--- src/rtl/issue_scheduler.sv ---
// issue_scheduler: in-order issue gate with S/P scoreboard, MPY pacing and BR/CALL/RET/HALT sequencing.
// Optional macro SCOREBOARD_BYPASS_EN lets a same-cycle writeback clear hazards and the halt wait.
module issue_scheduler #(
    parameter  int MPY_CYCLES = 3,
    localparam int REG_SEL    = 5
) (
    input  logic               clk,
    input  logic               reset,
    input  logic               dec_valid,
    output logic               dec_ready,
    input  logic [4:0]         opcode,
    input  logic               is_branch,
    input  logic               is_call,
    input  logic               is_ret,
    input  logic               halted,
    input  logic               a_from_regbank,
    input  logic               a_regbank_sel,
    input  logic [REG_SEL-1:0] a_regbank_addr,
    input  logic               b_from_regbank,
    input  logic               b_regbank_sel,
    input  logic [REG_SEL-1:0] b_regbank_addr,
    input  logic               z_writes,
    input  logic               z_regbank_sel,
    input  logic [REG_SEL-1:0] z_regbank_addr,
    input  logic               wb_valid,
    input  logic               wb_regbank_sel,
    input  logic [REG_SEL-1:0] wb_regbank_addr,
    input  logic               cf_resolve,
    output logic               issue_valid,
    output logic               stall,
    output logic               halted_out,
    output logic [1:0]         state
);
    localparam logic       S_REGS = 1'b0;
    localparam logic       P_REGS = 1'b1;
    localparam logic [4:0] OP_MPY = 5'h0C;

    typedef enum logic [1:0] {RUN = 2'd0, DRAIN = 2'd1, HALTING = 2'd2, HALTED = 2'd3} state_t;

    state_t      r_state, w_next;
    logic [31:0] r_busy_s, w_busy_s, w_clr_s, w_set_s;
    logic [7:0]  r_busy_p, w_busy_p, w_clr_p, w_set_p;
    logic [3:0]  r_mpy_cnt;
    logic        w_is_mpy, w_raw_a, w_raw_b, w_waw, w_idle, w_issue;

    assign w_clr_s = (wb_valid && wb_regbank_sel == S_REGS) ? 32'd1 << wb_regbank_addr : 32'd0;
    assign w_clr_p = (wb_valid && wb_regbank_sel == P_REGS) ? 8'd1 << wb_regbank_addr[2:0] : 8'd0;
`ifdef SCOREBOARD_BYPASS_EN
    assign w_busy_s = r_busy_s & ~w_clr_s;
    assign w_busy_p = r_busy_p & ~w_clr_p;
`else
    assign w_busy_s = r_busy_s;
    assign w_busy_p = r_busy_p;
`endif

    assign w_is_mpy = opcode == OP_MPY;
    assign w_raw_a  = a_from_regbank &&
                      (a_regbank_sel == P_REGS ? w_busy_p[a_regbank_addr[2:0]] : w_busy_s[a_regbank_addr]);
    assign w_raw_b  = b_from_regbank &&
                      (b_regbank_sel == P_REGS ? w_busy_p[b_regbank_addr[2:0]] : w_busy_s[b_regbank_addr]);
    assign w_waw    = z_writes &&
                      (z_regbank_sel == P_REGS ? w_busy_p[z_regbank_addr[2:0]] : w_busy_s[z_regbank_addr]);
    assign w_idle   = ~|w_busy_s && ~|w_busy_p && r_mpy_cnt == 4'd0;

    always_comb begin
        dec_ready   = 1'b0;
        w_next      = r_state;
        dec_ready   = r_state == RUN && !w_raw_a && !w_raw_b && !w_waw && !(w_is_mpy && r_mpy_cnt != 4'd0);
        w_issue     = dec_valid && dec_ready;
        issue_valid = w_issue;
        stall       = dec_valid && !dec_ready;
        halted_out  = r_state == HALTED;
        state       = r_state;
        w_next      = (r_state == RUN && w_issue && halted)                           ? HALTING :
                      (r_state == RUN && w_issue && (is_branch || is_call || is_ret)) ? DRAIN   :
                      (r_state == DRAIN && cf_resolve)                                ? RUN     :
                      (r_state == HALTING && w_idle)                                  ? HALTED  : r_state;
    end

    // a set from this cycle's issue is OR-ed after the clear so it wins on a collision
    assign w_set_s = (w_issue && z_writes && z_regbank_sel == S_REGS) ? 32'd1 << z_regbank_addr : 32'd0;
    assign w_set_p = (w_issue && z_writes && z_regbank_sel == P_REGS) ? 8'd1 << z_regbank_addr[2:0] : 8'd0;

    always_ff @(posedge clk) begin
        if (reset) begin
            r_state   <= RUN;
            r_busy_s  <= '0;
            r_busy_p  <= '0;
            r_mpy_cnt <= '0;
        end else begin
            r_state   <= w_next;
            r_busy_s  <= (r_busy_s & ~w_clr_s) | w_set_s;
            r_busy_p  <= (r_busy_p & ~w_clr_p) | w_set_p;
            r_mpy_cnt <= (w_issue && w_is_mpy) ? 4'(MPY_CYCLES - 1) :
                         (r_mpy_cnt != 4'd0)   ? r_mpy_cnt - 4'd1    : 4'd0;
        end
    end
endmodule

--- config.mk ---
export PLATFORM = sky130hd
export DESIGN_NAME = issue_scheduler
export DESIGN_NICKNAME = d
export VERILOG_FILES = /design/src/rtl/issue_scheduler.sv
export SDC_FILE = /design/constraint.sdc
export NUM_CORES = 1
export LEC_CHECK = 0
export CORE_UTILIZATION = 38
export CTS_CLUSTER_DIAMETER = 80
export DETAILED_ROUTE_END_ITERATION = 8
export SKIP_CTS_REPAIR_TIMING = 1
export SLEW_MARGIN = 40
export SYNTH_ARGS = -nofsm -noshare
export SYNTH_HDL_FRONTEND = slang
export SYNTH_SLANG_ARGS = --single-unit
--- constraint.sdc ---
create_clock -name clk -period 2.89 [get_ports clk]
set_input_delay 0.289 -clock clk [delete_from_list [all_inputs] [get_ports clk]]
set_output_delay 0.289 -clock clk [all_outputs]
set_load 0.005 [all_outputs]
## After elaboration in Yosys (flattened, before gate mapping)

Index checks and enable logic that the tools add are counted.
W data, S select, Z words.

- Shifts and indexed selects: 4
- Div/mod/pow operators: 0
- Equal/unequal tests: 4
- Reductions and logical operators: 41
- Order comparisons: 6
- Mux-type cells: 25
- Bitwise logic cells: 9
- $mul: 0
- $add $sub $neg: 1

Operators with widths:

| operator | number |
|---|---|
| $mux W32 | 2 |
| $shl A1 B5 Y32 const A | 2 |
| $and A32 B32 Y32 | 1 |
| $not A32 Y32 | 1 |
| $or A32 B32 Y32 | 1 |
| $reduce_or A32 Y1 | 1 |
| $logic_and A1 B1 Y1 | 23 |
| $lt A5 B6 Y1 const B | 3 |
| $mux W8 | 2 |
| $shl A1 B3 Y8 const A | 2 |
| $bmux W1 S5 | 3 |
| $lt A3 B4 Y1 const B | 3 |
| $mux W2 | 6 |
| $bmux W1 S3 | 3 |
| $mux W1 | 9 |
| $and A8 B8 Y8 | 1 |
| $not A8 Y8 | 1 |
| $or A8 B8 Y8 | 1 |
| $reduce_bool A4 Y1 | 2 |
| $reduce_or A8 Y1 | 1 |
| $logic_not A1 Y1 | 7 |
| $eq A5 B4 Y1 const B | 1 |
| $eq A2 B2 Y1 const B | 2 |
| $logic_not A4 Y1 | 1 |
| 8 further kinds | 11 |

- Output and inout bits: 6
- Register bits: 46
- Logic and storage cells: 96
- Memories kept: 0
- Latch bits: 0
- ROM bits: 0
- Memory bits (writable): 0
- Bits of input ports: 41

## Depth between registers and ports, before layout

Gate-level depths: netlist of run 1.

- Depth after elaboration: 14
- Depth in mapped cells: 10
- Mapped depth without buffers: 8

## Worst setup path before layout of run 1

No wires, ideal clock.

- Path type: input port to flip-flop
- Start point: input a_regbank_addr[0]
- End point: register r_busy_s[7]
- Arrival time: 2.476 ns
- Slack: 0.346 ns
- Stages: 9
- Buffers on the path: 2
- Library setup time: 0.067 ns
- Cell sequence: clkbuf_1 -> mux4_2 -> nor4b_1 -> nor4b_1 -> and3_1 -> a211o_1 -> or3_1 -> buf_2 -> o21ai_2

- Longest elaborated chain between the ends: 14
- Elaborated cells between the ends (all ways): 16

Ends and longest elaborated chain:

| item | RTL line | RTL |
|---|---|---|
| start, declared | 18 | `input logic [REG_SEL-1:0] a_regbank_addr,` |
| $bmux W1 S5 / $bmux W1 S3 (equally long branches) | 58 | `(a_regbank_sel == P_REGS ? w_busy_p[a_regbank_addr[2:0]] : w_busy_s[a_regbank_addr]);` |
| $mux W1 (implied by the code) | 58 |  |
| $mux W1 (*) | 58 |  |
| $logic_and A1 B1 Y1 (*) | 57 | `assign w_raw_a = a_from_regbank &&` |
| $logic_not A1 Y1 (*) | 68 | `dec_ready = r_state == RUN && !w_raw_a && !w_raw_b && !w_waw && !(w_is_mpy && r_mpy_cnt != 4'd0);` |
| $logic_and A1 B1 Y1 (*) (4 in series) | 68 |  |
| $logic_and A1 B1 Y1 (*) | 69 | `w_issue = dec_valid && dec_ready;` |
| $logic_and A1 B1 Y1 (*) (2 in series) | 81 | `assign w_set_s = (w_issue && z_writes && z_regbank_sel == S_REGS) ? 32'd1 << z_regbank_addr : 32'd0;` |
| $mux W32 (*) | 81 |  |
| $or A32 B32 Y32 (*) | 92 | `r_busy_s <= (r_busy_s & ~w_clr_s) \| w_set_s;` |
| end signal, assigned | 92 |  |
| end, declared | 41 | `logic [31:0] r_busy_s, w_busy_s, w_clr_s, w_set_s;` |

Mark *: on every way between the ends. The rest lies on a longest branch, timed or not. The select of a mux whose other input is x is not followed.
A chain may end at the register's enable or synchronous reset.

## Worst setup path in the final report of run 1

- Start point: register r_busy_s[15]
- End point: register r_busy_s[0]

- Longest elaborated chain between the ends: 14
- Elaborated cells between the ends (all ways): 24

Ends and longest elaborated chain:

| item | RTL line |
|---|---|
| $bmux W1 S5 | 58 |
| $mux W1 (implied by the code) | 58 |
| $mux W1 | 58 |
| $logic_and A1 B1 Y1 | 57 |
| $logic_not A1 Y1 | 68 |
| $logic_and A1 B1 Y1 (2 in series) | 68 |
| $logic_and A1 B1 Y1 (*) (2 in series) | 68 |
| $logic_and A1 B1 Y1 (*) | 69 |
| $logic_and A1 B1 Y1 (*) (2 in series) | 81 |
| $mux W32 (*) | 81 |
| $or A32 B32 Y32 (*) | 92 |

Marked as above.

==> impl_results.md, run 1 <==
* Clock power frac at 38.1%
* Vias in the first global route at 3185
* Die W at 93.9 um
* TritonCTS clock tree: yes
* Final Max Slew Viols at 0
* CP endpoint kind: flop
* Final setup viols at 0
* Syn Nets at 390
* Hold path cells at 1
* Pwr Total at 1.54 mW
* HP Start: r_mpy_cnt[3]$_SDFF_PP0_
* Yosys cell types at 43
* Initial antenna violation count at 0
* Most common cell after layout, fill and taps aside: buf_4
* # nets final at 480
* CP Cell Sequence: mux4_2, mux2i_2, mux2i_1, a2111o_1, a211o_1, buf_4, or3_1, buf_4, o21ai_2
* Largest fanout on the critical path at 10
* CP top delay family: compound AO/OA/AOI/OAI gates
* Max transition margin at 65.1%
* H-tree levels at 2
* Required time worst endpoint at 3.13 ns
* Buffers added on ports at 46
* Largest family of logic cells by synthesized area: simple AND/OR/NAND/NOR gates
* Crit share post-route at 94.4%
* Initial DRT Pass Iterations at 5
* CP Data Arrival Time at 2.97 ns
* Post-synth EDFFs at 0
* DP Worst Slack at -0.527 ns
* Hold Path End: r_mpy_cnt[3]$_SDFF_PP0_
* Via density at 6.15
* WS Path Type: reg -> reg
* Initial Util at 39.2%
* RSZ-0062 raised after global routing: false
* Area of the mapped netlist at 3210 um^2
* HP Class: reg -> reg
* Asr flop ratio synth at 0%
* Synth Flop Type: dfxtp_1
* Row Count at 33
* Clk_lat worst skew at 0.31 ns
* Clk pin slew, worst setup/hold paths at 0.10 ns
* Final HPWL DP at 8.68 mm
* Synth area leader: dfxtp_1
* VDD IR max at 0.000169 V
* Cells after Synth at 349
* Largest net degree at the start of global routing at 48
* Switching power at 0.393 mW
* Period minus WS final at 2.73 ns
* Final worst setup slack at 0.160 ns
* Synth Area in Compound Gates at 15.7%
* Remaining antenna violation count at 0
* Switching share of total power at 25.6%
* I/O Pins at 47
* Synth top area share at 28.7%
* Yosys reg bits at 46
* Vias at 3353
* Final WL at 11.0 mm
* WP buf/inv at 2
* Placer Congestion at 0.929
* Leakage at 1.65 nW
* Sequential cell area fraction in the yosys report at 28.7%
* Slowest CP cell: mux4_2
* Post-synthesis area per instance at 9.19 um^2
* Reg2reg end: r_busy_s[0]$_SDFF_PP0_
* Worst R2R Setup Slack at 0.16 ns
* Drc violations at 0
* Setup TNS Final at 0 ns
* R2R depth at 9
* CTS Sinks at 46
* Synth Area in Simple Gates at 28.2%
* Adder-cell area share of the yosys netlist at 0%
* Core ar. at 8180 um^2
* Worst Skew at 0.0101 ns
* Most frequent cells in the layout: 52 x buf_4, 45 x o21ai_0, 44 x dfxtp_1
* Area growth syn-to-layout at 36.1%
* Post-layout util at 53.4%
* Top post-synthesis cells by area: dfxtp_1 29%, mux4_2 20%, o21ai_0 7.0%
* Yosys Warn Count at 0
* Drt wl/cell at 20.1 um
* Die Ht at 93.9 um
* Slew @ Worst Pin at 0.520 ns
* Worst path max stage delay at 0.48 ns
* Sequential cell fraction of total power at 41.9%
* Status: complete, no violations
* Fraction of synthesized area in multiplexers at 24.3%
* Final hold violation count at 0
* Logic pwr share at 20.0%
* RR Startpoint: r_busy_s[15]$_SDFF_PP0_
* Hold slack final at 0.515 ns
* DR iter-0 viols at 277
* Layout cells sized above 1 at 24.8%
* F_max at 366 MHz
* DIE AREA at 8810 um^2
* Inserted Clock Buffers at 5
* Max Cap Viol at 0
* Global Route Usage Sum at 26.1%
* CP startpoint kind: flop
* N_diodes at 0
* First-pass GRT wire length at 17.3 mm
* Levels on crit path at 9
* Top cell by count, worst path: buf_4
* PD cells at 353 nW/um^2
* Post-Synth XOR/XNOR Area at 0%
* Internal power at 1.15 mW
* GR Overflow Total at 0
* CTS Root Cell: clkbuf_8
* CTS Buffer Depth at 2
==> state kept, by name, summed over array words and instances, names as in the netlist <==
register	flops
r_busy_s	32
r_busy_p	8
state	2
r_mpy_cnt	4
==> synth_stat cells (7+ instances only) <==
cell / instances
clkbuf_1: 13
dfxtp_1: 46
mux2i_1: 15
mux4_2: 28
nand2_1: 32
nand2b_1: 7
nand3_1: 12
nand3b_1: 28
nor2_1: 12
nor2b_1: 23
nor3_1: 7
nor4_1: 12
o21ai_0: 45
o21ai_2: 8
o41ai_1: 9
==> per-stage QoR <==
stage	std cells	cell area, um^2
3_5_place_dp	537	4180
4_1_cts	545	4310
5_1_grt	545	4360
2_1_floorplan	349	3210
6_report	545	4360
3_3_place_gp	537	4180
==> layer usage <==
metal | up-vias | share of wire [%] | track usage, %
met5 | - | 0 | 0
li1 | 1527 | - | -
met1 | 1661 | 45 | 37.3
met2 | 150 | 46 | 41.1
met3 | 15 | 7.4 | 3.64
met4 | 0 | 1.5 | 7.05
==> worst max-delay path by stage <==
stage	start	to	slack, ns
final	r_busy_s[15]$_SDFF_PP0_	r_busy_s[0]$_SDFF_PP0_	0.16
after global routing	r_busy_s[15]$_SDFF_PP0_	r_busy_s[8]$_SDFF_PP0_	0.04
after CTS	b_regbank_addr[0]	dec_ready	-0.53
after detailed placement	b_regbank_addr[0]	dec_ready	-0.53
after global placement	b_regbank_addr[0]	dec_ready	-0.52
after floorplan	a_regbank_addr[0]	r_busy_s[7]$_SDFF_PP0_	0.35
==> power groups by stage <==
stage / sequential, mW / combinational (mW) / clock (mW)
4_1_cts: 0.645 / 0.307 / 0.589
6_report: 0.644 / 0.308 / 0.586
3_3_place_gp: 0.659 / 0.303 / 0
3_5_place_dp: 0.660 / 0.305 / 0
2_1_floorplan: 0.658 / 0.138 / 0
5_1_grt: 0.645 / 0.331 / 0.616
==> area by class of cell <==
type | instances | area [um^2]
Inverter | 5 | 18.8
Tap cell | 105 | 131
Fill cell | 752 | 3810
Clock inverter | 3 | 68.8
Timing Repair Buffer | 102 | 945
Multi-Input combinational cell | 279 | 2210
Clock buffer | 5 | 68.8
Sequential cell | 46 | 926
==> logic make-up (layout without fill, tap and decap cells) <==
family                 Yosys count  in the layout
flip-flops                      46             46
buffers and inverters           24            115
AO/OA/AOI/OAI                   79             79
AND/OR/NAND/NOR                157            157
multiplexers                    43             43
Power figures use the tool's default switching activity.
==> inputs of run 2 (changes only) <==
--- a/config.mk
+++ b/config.mk
@@ -7,6 +7,7 @@
 export LEC_CHECK = 0
 export CORE_UTILIZATION = 38
 export CTS_CLUSTER_DIAMETER = 80
+export CTS_CLUSTER_SIZE = 24
 export DETAILED_ROUTE_END_ITERATION = 8
 export SKIP_CTS_REPAIR_TIMING = 1
 export SLEW_MARGIN = 40
==> results of run 2 <==
No change in the layout: final DEF, timing and power equal those of run 1.
==> edit 1: new RTL, config.mk and constraints of run 2 <==
The option `SCOREBOARD_BYPASS_EN` is turned on by a define.
--- a/src/rtl/issue_scheduler.sv
+++ b/src/rtl/issue_scheduler.sv
@@ -1,4 +1,6 @@
 // issue_scheduler: in-order issue gate with S/P scoreboard, MPY pacing and BR/CALL/RET/HALT sequencing.
 // Optional macro SCOREBOARD_BYPASS_EN lets a same-cycle writeback clear hazards and the halt wait.
+`define SCOREBOARD_BYPASS_EN
+
 module issue_scheduler #(
     parameter  int MPY_CYCLES = 3,
Formal check against the unedited RTL: not equivalent (a bounded check fails within 4 cycles, from zero or initial values and one cycle with reset high).
==> edit 1 against run 2 <==
- the run now ends with negative setup slack left
- largest power group unchanged
- routed wire length grew 38%
- area after synthesis is 4.1% higher
- design area grew 25%
- setup slack got worse by 290 ps
- total power is 1.8% higher
- combinational power grew 66%
- largest cell class unchanged
- sequential cell count stayed put
==> edit 1: results (changes against run 2) <==
| Metric | Value |
|---|---|
| Status | complete, but fails checks (was complete, no violations) |
| Violated checks | negative setup slack |
| HPWL Detailed | 11,400 um (was 8680 um) |
| Dpl cell area | 0.00490 mm2 (was 0.00418 mm2) |
| Vias in the first global route | 4,081 (was 3,185) |
| Clock group | 414 uW (was 586 uW) |
| Worst hold start | r_mpy_cnt[0]$_SDFF_PP0_ (was r_mpy_cnt[3]$_SDFF_PP0_) |
| Max-slew headroom | 0.631 (was 0.651) |
| Final setup violation count | 12 (was 0) |
| Global-route wire length before repair | 21,600 um (was 17,300 um) |
| Setup crit end | stall (was r_busy_s[0]$_SDFF_PP0_) |
| Leakage power | 2.12 nW (was 1.65 nW) |
| Hold Path End | r_mpy_cnt[0]$_SDFF_PP0_ (was r_mpy_cnt[3]$_SDFF_PP0_) |
| Via-to-Cell Ratio | 6.52 (was 6.15) |
| Total wire length | 15,100 um (was 11,000 um) |
| Register area share after synthesis | 0.276 (was 0.287) |
| Pre-CTS WS | -993 ps (was -527 ps) |
| Cell Count, Final, Fillers Out | 693 (was 545) |
| Final WS setup | -133 ps (was 160 ps) |
| Drt first-iter violations | 516 (was 277) |
| Total Nets Final | 628 (was 480) |
| Final hold slack | 503 ps (was 515 ps) |
| Reg2reg path depth | 12 (was 9) |
| Share of total power in sequential cells | 0.411 (was 0.419) |
| Mux cell area share after synthesis | 0.125 (was 0.243) |
| Final Wtd Congestion | 1.05 (was 0.929) |
| Syn_nets | 444 (was 390) |
| VDD IR max | 0.000202 V (was 0.000169 V) |
| TNS Setup | -389 ps (was 0 ps) |
edit 1: cell types whose count changed in the layout (fill, tap and decap cells not counted), sizes merged, moves of 17 or more:
| cell | delta |
|---|---|
| nand3b | -22 |
| nor2b | -21 |
| buf | +113 |
| o32ai | +17 |
| o22ai | +18 |
edit 1: routing by layer:
| layer | wire length (um) | global-route usage | vias to the layer above |
|---|---|---|---|
| li1 | - | - | 1993 |
| met1 | 6010 | 0.429 | 2125 |
| met2 | 6850 | 0.491 | 330 |
| met3 | 1400 | 0.0466 | 70 |
| met4 | 882 | 0.165 | 0 |
| met5 | 0 | 0 | - |
edit 1: final cells by class:
class                   count  area (um2)
fillers                   692        2870
multi-input cells         306        2490
repair buffers            209        1770
flip-flops and latches     46         922
clock inverters             3        23.8
inverters                  19        71.3
well taps                 105         131
clock buffers               5        68.8
==> edit 2: new RTL, flow settings as in run 2 <==
Made on the original files. Make the reset (`reset`) asynchronous in one clocked block.
--- a/src/rtl/issue_scheduler.sv
+++ b/src/rtl/issue_scheduler.sv
@@ -82,5 +82,5 @@
     assign w_set_p = (w_issue && z_writes && z_regbank_sel == P_REGS) ? 8'd1 << z_regbank_addr[2:0] : 8'd0;
 
-    always_ff @(posedge clk) begin
+    always_ff @(posedge clk or posedge reset) begin
         if (reset) begin
             r_state   <= RUN;
Function: differs if reset is asserted again (counterexample within 4 cycles, from zero or initial values and one cycle with reset high); with reset held inactive, the same outputs for 4 cycles.
==> edit 2 against run 2 <==
- the flow now finishes with violations (design-rule violations)
- critical path depth unchanged
- highest routed layer unchanged
- fmax decreased by 4.1%
- die area rose by 9.1%
- sequential share of layout area increased by 3.9 points
- register-to-register slack gained 220 ps
- total power fell by 13%
- design area rose by 5.5%
- setup slack worse by 120 ps
- routed wire length increased by 10%
- area after synthesis is 9.3% higher
- sequential cell count did not move
==> edit 2: results (changes against run 2) <==
| Metric | Value |
|---|---|
| Vias in the first global route | 3,433 (was 3,185) |
| CTS Buffer Depth | 2 (unchanged) |
| Pre-CTS WS | -237 ps (was -527 ps) |
| Post-synth top cells | o21ai_0 (52), dfrtp_1 (46), mux2i_1 (31), nand2_1 (24), or4_1 (16) (was dfxtp_1 (46), o21ai_0 (45), nand2_1 (32), mux4_2 (28), nand3b_1 (28)) |
| VDD IR max | 0.000197 V (was 0.000169 V) |
| Root Driver | clkbuf_8 (unchanged) |
| # diodes | 0 (unchanged) |
| Placed cells | 561 (was 537) |
| Skew final | 18.3 ps (was 10.1 ps) |
| Crit Path Max Fanout | 8 (was 10) |
| Number of CTS-inserted buffers | 5 (unchanged) |
| Max-slew headroom | 0.514 (was 0.651) |
| Post-synth ARST share | 1.00 (was 0) |
| Net Sw Power | 385 uW (was 393 uW) |
| Post-Syn Instances | 383 (was 349) |
| Fillers | 824 (was 752) |
| Final Wtd Congestion | 0.941 (was 0.929) |
| Top flop regs | r_busy_s x32, r_busy_p x8, r_mpy_cnt x4 (unchanged) |
| Crit path DAT | 2560 ps (was 2970 ps) |
| Total GRT Usage | 0.258 (was 0.261) |
| Leakage power | 1.90 nW (was 1.65 nW) |
| Htree depth | 2 (unchanged) |
| Total Nets Final | 507 (was 480) |
| Synth area leaders | dfrtp_1 (33%), mux2i_1 (8.9%), mux4_2 (8.4%) (was dfxtp_1 (29%), mux4_2 (20%), o21ai_0 (7.0%)) |
| Largest net degree at the start of global routing | 44 (was 48) |
| Port Buf Inserts | 46 (unchanged) |
| Global-route wire length before repair | 19,200 um (was 17,300 um) |
| Register area share after synthesis | 0.328 (was 0.287) |
| TNS Setup | 0 ps (unchanged) |
| Status | complete, but fails checks (was complete, no violations) |
| R2R Setup Slk | 380 ps (was 160 ps) |
| HP Class | in2async (was reg2reg) |
| WL per Instance | 21.0 um (was 20.1 um) |
| Violated checks | design-rule violations |
| DRC errors left | 3 (was 0) |
| Clk_lat worst skew | 310 ps (about the same) |
| Syn_nets | 424 (was 390) |
| Synth warn | 0 (unchanged) |
| Ys flop type | dfrtp_1 (was dfxtp_1) |
| Via count | 3,658 (was 3,353) |
| Reg2reg end | r_busy_s[27]$_DFF_PP0_ (was r_busy_s[0]$_SDFF_PP0_) |
| Total wire length | 12,100 um (was 11,000 um) |
| Layout cell share with drive strength beyond 1 | 0.214 (was 0.248) |
| Drt first-iter violations | 319 (was 277) |
| Reg-to-Reg Start | r_busy_s[11]$_DFF_PP0_ (was r_busy_s[15]$_SDFF_PP0_) |
| Initial antenna violation count | 0 (unchanged) |
| Worst-path clk slew | roughly 90 ps |
| Drt pass-1 iters | 7 (was 5) |
| HPWL Detailed | 9120 um (was 8680 um) |
| Reg2reg path depth | 9 (unchanged) |
| Count of cell types in the netlist | 45 (was 43) |
==> edit 2: cell count changes after synthesis, sizes merged, moves of 8 or more <==
cell / change
buf: +11
dfrtp: +46
dfxtp: -46
mux2i: +16
mux4: -15
nand2: -8
nand3b: -22
nor2b: -11
o21ai: +13
o31ai: +10
or3: +8
or4: +15
==> edit 2: worst max-delay path, stage by stage <==
cell	delay [ps]
clkdlybuf4s50_1	480
buf_6	150
mux4_2	490
mux2i_1	180
nand3_1	110
nand4b_1	170
a21oi_4	80
nor2_1	100
clkdlybuf4s50_1	510
==> edit 2: kinds of logic (layout without fill, tap and decap cells) <==
kind of cell           count (synthesis)  after routing  share of synthesized area
AND/OR/NAND/NOR                      138            138                      0.231
AO/OA/AOI/OAI                        115            115                      0.204
multiplexers                          49             49                      0.188
flip-flops                            46             46                      0.328
buffers and inverters                 35            119                     0.0486
==> edit 2: routing by layer <==
metal  GRT usage  vias to the layer above  part of all wire  wire length (um)
li1            -                     1662                 -                 -
met5           0                        -                 0                 0
met1       0.379                     1795              0.45              5420
met4      0.0769                        0             0.020               246
met2       0.386                      178              0.44              5350
met3      0.0465                       23             0.087              1050
==> edit 2: power groups by stage <==
stage | logic (mW) | clock network (mW) | registers, mW
after floorplan | 0.123 | 0 | 0.659
after global placement | 0.264 | 0 | 0.659
after detailed placement | 0.265 | 0 | 0.660
after CTS | 0.267 | 0.423 | 0.647
after global routing | 0.297 | 0.444 | 0.647
final | 0.278 | 0.413 | 0.647
==> edit 2: layout make-up <==
class	instances	area share
clock buffers	5	0.0149
flip-flops and latches	46	0.251
inverters	9	0.00734
repair buffers	102	0.207
clock inverters	3	0.00516
well taps	108	0.0293
multi-input cells	302	0.485
==> edit 2: worst max-delay path by stage <==
stage | cells after the start | from | slack, ps | endpoint
6_report | 9 | a_regbank_addr[0] | 40 | dec_ready
5_1_grt | 9 | a_regbank_addr[0] | -60 | dec_ready
4_1_cts | 9 | z_regbank_addr[0] | -250 | issue_valid
3_5_place_dp | 9 | z_regbank_addr[0] | -240 | issue_valid
3_3_place_gp | 9 | a_regbank_addr[1] | -230 | issue_valid
2_1_floorplan | 8 | a_regbank_addr[0] | 570 | issue_valid
==> edit 2: stage by stage <==
step	cell area [um2]	utilization	hold WS [ps]
2_1_floorplan	3500	-	423
3_3_place_gp	4380	0.497	513
3_5_place_dp	4380	0.497	524
4_1_cts	4470	0.508	333
5_1_grt	4600	0.523	365
6_report	4600	0.523	320
